### src/rtl/z80_bus_sequencer.sv
// Z80 bus-cycle sequencer: steps one bus cycle (fetch, memory or I/O access)
// through its T-states and decodes the pin-latch controls and active-low
// strobes from the current T-state and the captured cycle type. Also hands
// the bus over to an external master on BUSRQ.
//
// Handshake: a request is taken on a rising edge when req_valid and
// req_ready are both high; req_ready only rises in IDLE or in the final
// T-state of a cycle, never during reset and never while nBUSRQ is low.
module z80_bus_sequencer (
  input  logic       clk,
  input  logic       reset,
  input  logic       req_valid,
  input  logic [2:0] req_type,
  output logic       req_ready,
  input  logic       nWAIT,
  input  logic       nBUSRQ,
  output logic       nBUSACK,
  output logic       cycle_done,
  output logic       ctl_ab_we,
  output logic       ctl_ab_oe,
  output logic       ctl_rfsh_sel,
  output logic       ctl_db_we,
  output logic       ctl_db_pin_re,
  output logic       ctl_db_pin_oe,
  output logic       ctl_ctrl_oe,
  output logic       nM1,
  output logic       nMREQ,
  output logic       nIORQ,
  output logic       nRD,
  output logic       nWR,
  output logic       nRFSH
);

  typedef enum logic [2:0] {
    S_IDLE   = 3'd0,
    S_T1     = 3'd1,
    S_T2     = 3'd2,
    S_TWA    = 3'd3,
    S_TW     = 3'd4,
    S_T3     = 3'd5,
    S_T4     = 3'd6,
    S_BUSACK = 3'd7
  } state_t;

  typedef enum logic [2:0] {
    TY_FETCH = 3'd0,
    TY_MEMRD = 3'd1,
    TY_MEMWR = 3'd2,
    TY_IORD  = 3'd3,
    TY_IOWR  = 3'd4
  } type_t;

  state_t state_q, state_d;
  type_t  type_q,  type_d;

  logic final_st;
  logic is_io;
  logic accept;

  // Fetch ends after T4; every other cycle type ends in T3.
  assign final_st = (state_q == S_T4) || ((state_q == S_T3) && (type_q != TY_FETCH));
  assign is_io    = (type_q == TY_IORD) || (type_q == TY_IOWR);

  assign cycle_done = final_st;
  assign req_ready  = !reset && nBUSRQ && ((state_q == S_IDLE) || final_st);
  assign accept     = req_valid && req_ready;

  // State and cycle-type registers; reset discards any cycle in flight.
  always_ff @(posedge clk) begin
    if (reset) begin
      state_q <= S_IDLE;
      type_q  <= TY_FETCH;
    end else begin
      state_q <= state_d;
      type_q  <= type_d;
    end
  end

  // Next-state: wait sampling leaving T2/TWA/TW, BUSRQ sampled at cycle boundaries.
  always_comb begin
    state_d = state_q;
    type_d  = type_q;
    if ((state_q == S_IDLE) || final_st) begin
      if (accept) begin
        state_d = S_T1;
        // Reserved codes behave as a plain memory read.
        type_d  = (req_type > 3'd4) ? TY_MEMRD : type_t'(req_type);
      end else if (!nBUSRQ) begin
        state_d = S_BUSACK;
      end else begin
        state_d = S_IDLE;
      end
    end else begin
      case (state_q)
        S_T1:     state_d = S_T2;
        S_T2:     state_d = is_io ? S_TWA : (nWAIT ? S_T3 : S_TW);
        S_TWA:    state_d = nWAIT ? S_T3 : S_TW;
        S_TW:     state_d = nWAIT ? S_T3 : S_TW;
        S_T3:     state_d = S_T4;  // only a fetch reaches here non-final
        S_BUSACK: state_d = nBUSRQ ? S_IDLE : S_BUSACK;
        default:  state_d = S_IDLE;
      endcase
    end
  end

  // Moore output decode from T-state and captured cycle type.
  always_comb begin
    nBUSACK       = 1'b1;
    ctl_ab_we     = 1'b0;
    ctl_ab_oe     = 1'b1;
    ctl_rfsh_sel  = 1'b0;
    ctl_db_we     = 1'b0;
    ctl_db_pin_re = 1'b0;
    ctl_db_pin_oe = 1'b0;
    ctl_ctrl_oe   = 1'b1;
    nM1           = 1'b1;
    nMREQ         = 1'b1;
    nIORQ         = 1'b1;
    nRD           = 1'b1;
    nWR           = 1'b1;
    nRFSH         = 1'b1;
    case (state_q)
      S_T1: begin
        ctl_ab_we = 1'b1;
        case (type_q)
          TY_FETCH: begin nM1 = 1'b0; nMREQ = 1'b0; nRD = 1'b0; end
          TY_MEMRD: begin nMREQ = 1'b0; nRD = 1'b0; end
          TY_MEMWR: begin nMREQ = 1'b0; ctl_db_pin_oe = 1'b1; ctl_db_we = 1'b1; end
          TY_IOWR:  begin ctl_db_pin_oe = 1'b1; ctl_db_we = 1'b1; end
          default:  ;
        endcase
      end
      S_T2, S_TW: begin
        case (type_q)
          TY_FETCH: begin nM1 = 1'b0; nMREQ = 1'b0; nRD = 1'b0; end
          TY_MEMRD: begin nMREQ = 1'b0; nRD = 1'b0; end
          TY_MEMWR: begin nMREQ = 1'b0; nWR = 1'b0; ctl_db_pin_oe = 1'b1; end
          TY_IORD:  begin nIORQ = 1'b0; nRD = 1'b0; end
          TY_IOWR:  begin nIORQ = 1'b0; nWR = 1'b0; ctl_db_pin_oe = 1'b1; end
          default:  ;
        endcase
      end
      S_TWA: begin
        case (type_q)
          TY_IORD: begin nIORQ = 1'b0; nRD = 1'b0; end
          TY_IOWR: begin nIORQ = 1'b0; nWR = 1'b0; ctl_db_pin_oe = 1'b1; end
          default: ;
        endcase
      end
      S_T3: begin
        case (type_q)
          TY_FETCH: begin
            // Read data is latched while the refresh address goes out.
            ctl_db_pin_re = 1'b1;
            ctl_ab_we     = 1'b1;
            ctl_rfsh_sel  = 1'b1;
            nRFSH         = 1'b0;
            nMREQ         = 1'b0;
          end
          TY_MEMRD: begin nMREQ = 1'b0; nRD = 1'b0; ctl_db_pin_re = 1'b1; end
          TY_MEMWR: begin nMREQ = 1'b0; nWR = 1'b0; ctl_db_pin_oe = 1'b1; end
          TY_IORD:  begin nIORQ = 1'b0; nRD = 1'b0; ctl_db_pin_re = 1'b1; end
          TY_IOWR:  begin nIORQ = 1'b0; nWR = 1'b0; ctl_db_pin_oe = 1'b1; end
          default:  ;
        endcase
      end
      S_T4: begin
        ctl_rfsh_sel = 1'b1;
        nRFSH        = 1'b0;
        nMREQ        = 1'b0;
      end
      S_BUSACK: begin
        nBUSACK     = 1'b0;
        ctl_ab_oe   = 1'b0;
        ctl_ctrl_oe = 1'b0;
      end
      default: ;
    endcase
  end

endmodule

### config.mk
export PLATFORM = sky130hd
export DESIGN_NAME = z80_bus_sequencer
export DESIGN_NICKNAME = d
export VERILOG_FILES = /design/src/rtl/z80_bus_sequencer.sv
export SDC_FILE = /design/constraint.sdc
export NUM_CORES = 1
export LEC_CHECK = 0
export BUFFER_PORTS_ARGS = -buffer_cell sky130_fd_sc_hd__buf_2
export CAP_MARGIN = 20
export CELL_PAD_IN_SITES_DETAIL_PLACEMENT = 0
export CELL_PAD_IN_SITES_GLOBAL_PLACEMENT = 1
export CORE_MARGIN = 5
export CORE_UTILIZATION = 36
export DETAILED_ROUTE_END_ITERATION = 8
export PLACE_DENSITY = 0.89
export SLEW_MARGIN = 20
export SYNTH_ARGS = -nofsm -noshare
export SYNTH_HDL_FRONTEND = slang
export SYNTH_SLANG_ARGS = --single-unit
### constraint.sdc
create_clock -name clk -period 4.5 [get_ports clk]
set_input_delay 0.45 -clock clk [delete_from_list [all_inputs] [get_ports clk]]
set_output_delay 0.45 -clock clk [all_outputs]
set_load 0.005 [all_outputs]
; ---- Word level (Yosys, flattened, before mapping)
; Cells that the tools add are included.
; W data, S select, Z words.
[classes]
n_reduce_logical = 24
eq_ne = 11
mux = 32
n_lt_le_gt_ge = 1
[ops]
columns = operator, count
row1 = $mux W1, 19
row2 = $eq A3 B3 Y1 const B, 5
row3 = $mux W3, 5
row4 = $pmux W3 S5, 1
row5 = $eq A3 B2 Y1 const B, 4
row6 = $pmux W1 S2, 6
row7 = $reduce_or A2 Y1, 6
row8 = $reduce_or A3 Y1, 4
row9 = $reduce_or A4 Y1, 2
row10 = $eq A3 B1 Y1 const B, 2
row11 = $logic_not A3 Y1, 2
row12 = $logic_and A1 B1 Y1, 4
row13 = $pmux W1 S4, 1
row14 = $gt A3 B3 Y1 const B, 1
row15 = $logic_or A1 B1 Y1, 3
row16 = $reduce_bool A3 Y1, 1
row17 = $reduce_and A2 Y1, 1
row18 = $logic_not A1 Y1, 1
[word_totals]
out_inout_bits = 16
regBits = 6
word_cells = 70

; ---- Longest topological paths before layout
[logic_depth]
word_depth = 8
mapped_depth = 6

; ---- Worst setup path after synthesis
; Ideal clock, no wire load.
[synth_timing]
path_kind = reg2out
startpoint = register state_q[1]
endpoint = output port req_ready
arrival_time_ps = 1263
n_path_buf = 1
stages_incl_launch_ff = 5
setup_slack_ps = 2787
cell_sequence = dfxtp_1 -> buf_6 -> or4b_4 -> o211ai_4 -> nor2b_1
[synth_between]
elab_chain_cells = 5
[synth_rtl]
columns = element, line
row1 = "start, declared", 53  ; state_t state_q, state_d;
row2 = "start signal, assigned", 74  ; state_q <= state_d;
row3 = $eq A3 B3 Y1, 61  ; assign final_st = (state_q == S_T4) || ((state_q == S_T3) && (type_q != TY_FETCH));
row4 = $logic_and A1 B1 Y1, 61
row5 = $logic_or A1 B1 Y1, 61
row6 = $logic_or A1 B1 Y1 (*), 65  ; assign req_ready = !reset && nBUSRQ && ((state_q == S_IDLE) || final_st);
row7 = $logic_and A1 B1 Y1 (*), 65
row8 = "end, declared", 14  ; output logic req_ready,
; Mark *: on every way between the ends. The rest lies on a longest branch, timed or not.

; ---- Worst setup path in the final report
[layout_timing]
startpoint = register state_q[2]
endpoint = output port req_ready
; The elaborated chain is that of the path after synthesis.

==> run summary <==
The starting density of the core came out at 0.366. The signal on the critical path passes through nand4b_1 > o211ai_4 > nor2b_1 > buf_2. Clock tree synthesis selected as its root buffer the cell sky130_fd_sc_hd__clkbuf_4.

The number of flops mapped to enable cells by yosys came out at 0. The number of flip-flops and latches in the synthesized netlist is 6. The critical setup path kind is register to output port.

The number of warnings printed during yosys synthesis is 0. The transition time of the tightest slew-check pin came out at around 0.63 ns. CTS built an H-tree with a depth of 1. The gate count after technology mapping came out at 94. The setup-violating endpoint count in the final report is 0. The count of unique library cells instantiated by Yosys came out at 44. Dividing the detail-routed via count by the number of cells gives between 5 and 6.

The critical register-to-register path endpoint is type_q[0]. The maximum vdd drop is 0.178 mV. Summing all flip-flop and latch instances after layout gives about 120 µm². The worst setup path is captured at an output port. The number of fillers in the final layout is roughly 200. For this run, the slowest stage of the critical path takes just over 0.7 ns.

The aggregate routed wire length is 1.51 mm. The width of the chip is roughly 54 µm. The max-slew violation count came out at 0. The number of inserted diodes is 0. The core area came out at 1900 µm².

The largest buffer count on any clock path is 2. The post-synthesis instance area came out at roughly 700 µm². The count of cells resized by post-cts repair is 0. For hold timing, the worst endpoint is state_q[1].

The number of hold violations in the final report came to 0. In the synthesized netlist the async set-or-reset flop fraction comes to 0. The DRC violations left is 0. The leftover overflow at the end of global routing is 0. The startpoint type of the worst setup path is a register. The post-route worst setup slack came out at ~2.2 ns. At the placement stage, the worst setup path has a slack of about 2.5 ns. The power density over the cells came out at 354 nW/µm². The number of hold-repair buffers added at the cts stage is 0.

The final clock period utilization by the worst path is 0.501. Hold timing on the final database bottoms out at a slack of between 0.4 and 0.5 ns. The count of port buffers added during placement came out at 23. The via count of the first global-routing pass is between 500 and 600. Counting instances, the worst hold path has a depth of 2. The CTS tree is built. The post-route cell area came out at around 810 µm². In this run the most critical hold path is launched from reset. The area enclosed by the die boundary is 2920 µm².

The number of nets with antenna violations after detailed routing came out at 0. After routing, the total negative slack on setup checks comes to 0 ns. The count of buffers added by post-CTS timing repair for setup is 0. The synthesized area per cell is between 7 and 8 µm². Summing all multi-input logic gate instances after layout gives 510 µm². The worst flop-to-flop path startpoint is state_q[2]. The instance count after placement with tap cells included came out at ~130. The run finished with clean final reports. The first-pass detailed-route iteration total came out at 3. The commonest register cell after synthesis is sky130_fd_sc_hd__dfxtp_1.

The clock reaches the later pin of the worst-skew pair after ~0.23 ns. The peak fanout along the critical path came out at 22. The clock network fraction of total power came out at 0.163.

After clock tree synthesis, the clock-pin slew on the worst setup and hold paths is about 0.040 ns. The critical path starts at state_q[2]. In the final design database the tool counted roughly 120 nets. The area added between synthesis and finish came out at 16.2%. When the netlist entered floorplanning its net count stood at roughly 100. The setup slack of the most critical reg-to-reg path came out at around 2.8 ns. The cell-internal power came out at ~170 µW. The initial antenna violation count is 0. The final period demand of the worst path came out at approximately 2.3 ns. The total clock sinks came out at 6.

On the critical path the largest part of the delay comes from flip-flops. STA puts the critical path data arrival time at approximately 1.8 ns. The HPWL after detailed placement is approximately 1.2 mm.

The finished layout holds between 100 and 150 standard cells, fillers aside. The total routing usage reported by global routing is 0.102. The post-placement cell area came out at roughly 800 µm². The share of total power dissipated in combinational logic is 0.500. The I/O pin count is 24.

Setup repair after global routing left no endpoint under its margin. The critical path data required time is 4.05 ns. The maximum operating frequency is 443 MHz. The depth of the worst register-to-register path came out at 4.

Of the total power, registers draw 0.337. The maximum number of pins on one net before global-route repair is 23. Together, buffers and inverters on the worst path number 1.

The slowest cell on the critical path is sky130_fd_sc_hd__dfxtp_1. The wire length per cell after detailed routing came out at ~11 µm. The net switching fraction of the power is 0.418.

The initial detailed-routing violation count is 5. The worst-case clock skew is between 0.0005 and 0.0006 ns. Of the post-synthesis cell area, the dominant cell type holds 0.172. The via total after detailed routing came out at 709. The number of rows in the core area is 16. The y dimension of the die came out at ~54 µm. The net switching power is between 100 and 150 µW. Sorting the synthesized cells by area gives the leading types as sky130_fd_sc_hd__dfxtp_1 17%, sky130_fd_sc_hd__nand2b_1 7.2%, sky130_fd_sc_hd__a21oi_1 5.7%. The class of the worst hold path is primary input to register. By count the netlist is led by 8 x sky130_fd_sc_hd__a21oi_1, 8 x sky130_fd_sc_hd__nand2b_1, 7 x sky130_fd_sc_hd__nand2_1, 6 x sky130_fd_sc_hd__clkbuf_1, 6 x sky130_fd_sc_hd__dfxtp_1. The proportion of layout cells with a drive suffix above 1 is 0.294. The number of CTS-inserted buffers came out at 3. In this run the static leakage power is 0.000339 µW. The global-route wire length before repair is around 2.2 mm. The leading area contributor after synthesis is sky130_fd_sc_hd__dfxtp_1. The share of the Yosys chip area taken by registers is 0.172. Routability-driven placement finished with a final weighted congestion of 0.768. Max-cap violations in this run came to 0. Measured against its own limit, the worst slew margin works out to 0.578.
-- cell families after synthesis --
family / after synthesis / share of synthesized area
and+or+nand+nor: 40 / 0.357
xor gates and xnor gates: 2 / 0.0251
AOI/OAI and AO/OA: 33 / 0.350
DFF: 6 / 0.172
buffers and inverters: 13 / 0.0951
-- routing by layer --
metal / global-route usage / share of wire
met1: 0.142 / 0.48
met2: 0.149 / 0.44
met3: 0.0194 / 0.078
met4: 0.0498 / 0.0066
met5: 0 / 0
-- cell type report --
type | count | area share
well taps | 27 | 0.0417
flip-flops and latches | 6 | 0.148
multi-input cells | 75 | 0.631
inverters | 2 | 0.00927
clock buffers | 3 | 0.0278
repair buffers | 23 | 0.142
-- flip-flops by register name, indices dropped and copies added (netlist names) --
register and count:
state_q 3, type_q 3
-- worst max path at each step --
| stage | to | slack, ns | cells after the start |
|---|---|---|---|
| after floorplan | req_ready | 2.79 | 4 |
| after global placement | req_ready | 2.56 | 5 |
| after detailed placement | req_ready | 2.51 | 4 |
| after CTS | req_ready | 2.23 | 4 |
| after global routing | req_ready | 2.11 | 4 |
| final | req_ready | 2.24 | 4 |
-- per-stage QoR --
step                power (µW)   util
floorplan                  204      -
global placement           237  0.414
detailed placement         241  0.414
CTS                        290  0.426
global route               312  0.426
finish                     286  0.426
-- power by group through the flow --
stage	clock, µW	combinational [µW]	sequential [µW]
after floorplan	0	138	66.2
after global placement	0	143	94.5
after detailed placement	0	145	96.8
after CTS	49.0	145	95.6
after global routing	51.3	161	99.5
final	46.7	143	96.5
-- layout by cell type (no fill, tap or decap), types with 2 or more instances in the layout --
cell type,instances
sky130_fd_sc_hd__buf_2,23
sky130_fd_sc_hd__a21oi_1,8
sky130_fd_sc_hd__inv_1,2
sky130_fd_sc_hd__nand2_1,7
sky130_fd_sc_hd__nor2_1,4
sky130_fd_sc_hd__nand2b_1,8
sky130_fd_sc_hd__nand3_1,3
sky130_fd_sc_hd__or3_1,2
sky130_fd_sc_hd__nand4b_1,2
sky130_fd_sc_hd__nor2b_1,3
sky130_fd_sc_hd__nor4b_1,2
sky130_fd_sc_hd__o21ai_0,3
sky130_fd_sc_hd__o21a_1,4
sky130_fd_sc_hd__clkbuf_4,3
sky130_fd_sc_hd__a21o_1,2
sky130_fd_sc_hd__dfxtp_1,6
sky130_fd_sc_hd__a21boi_0,2
(Power assumes the default switching activity.)
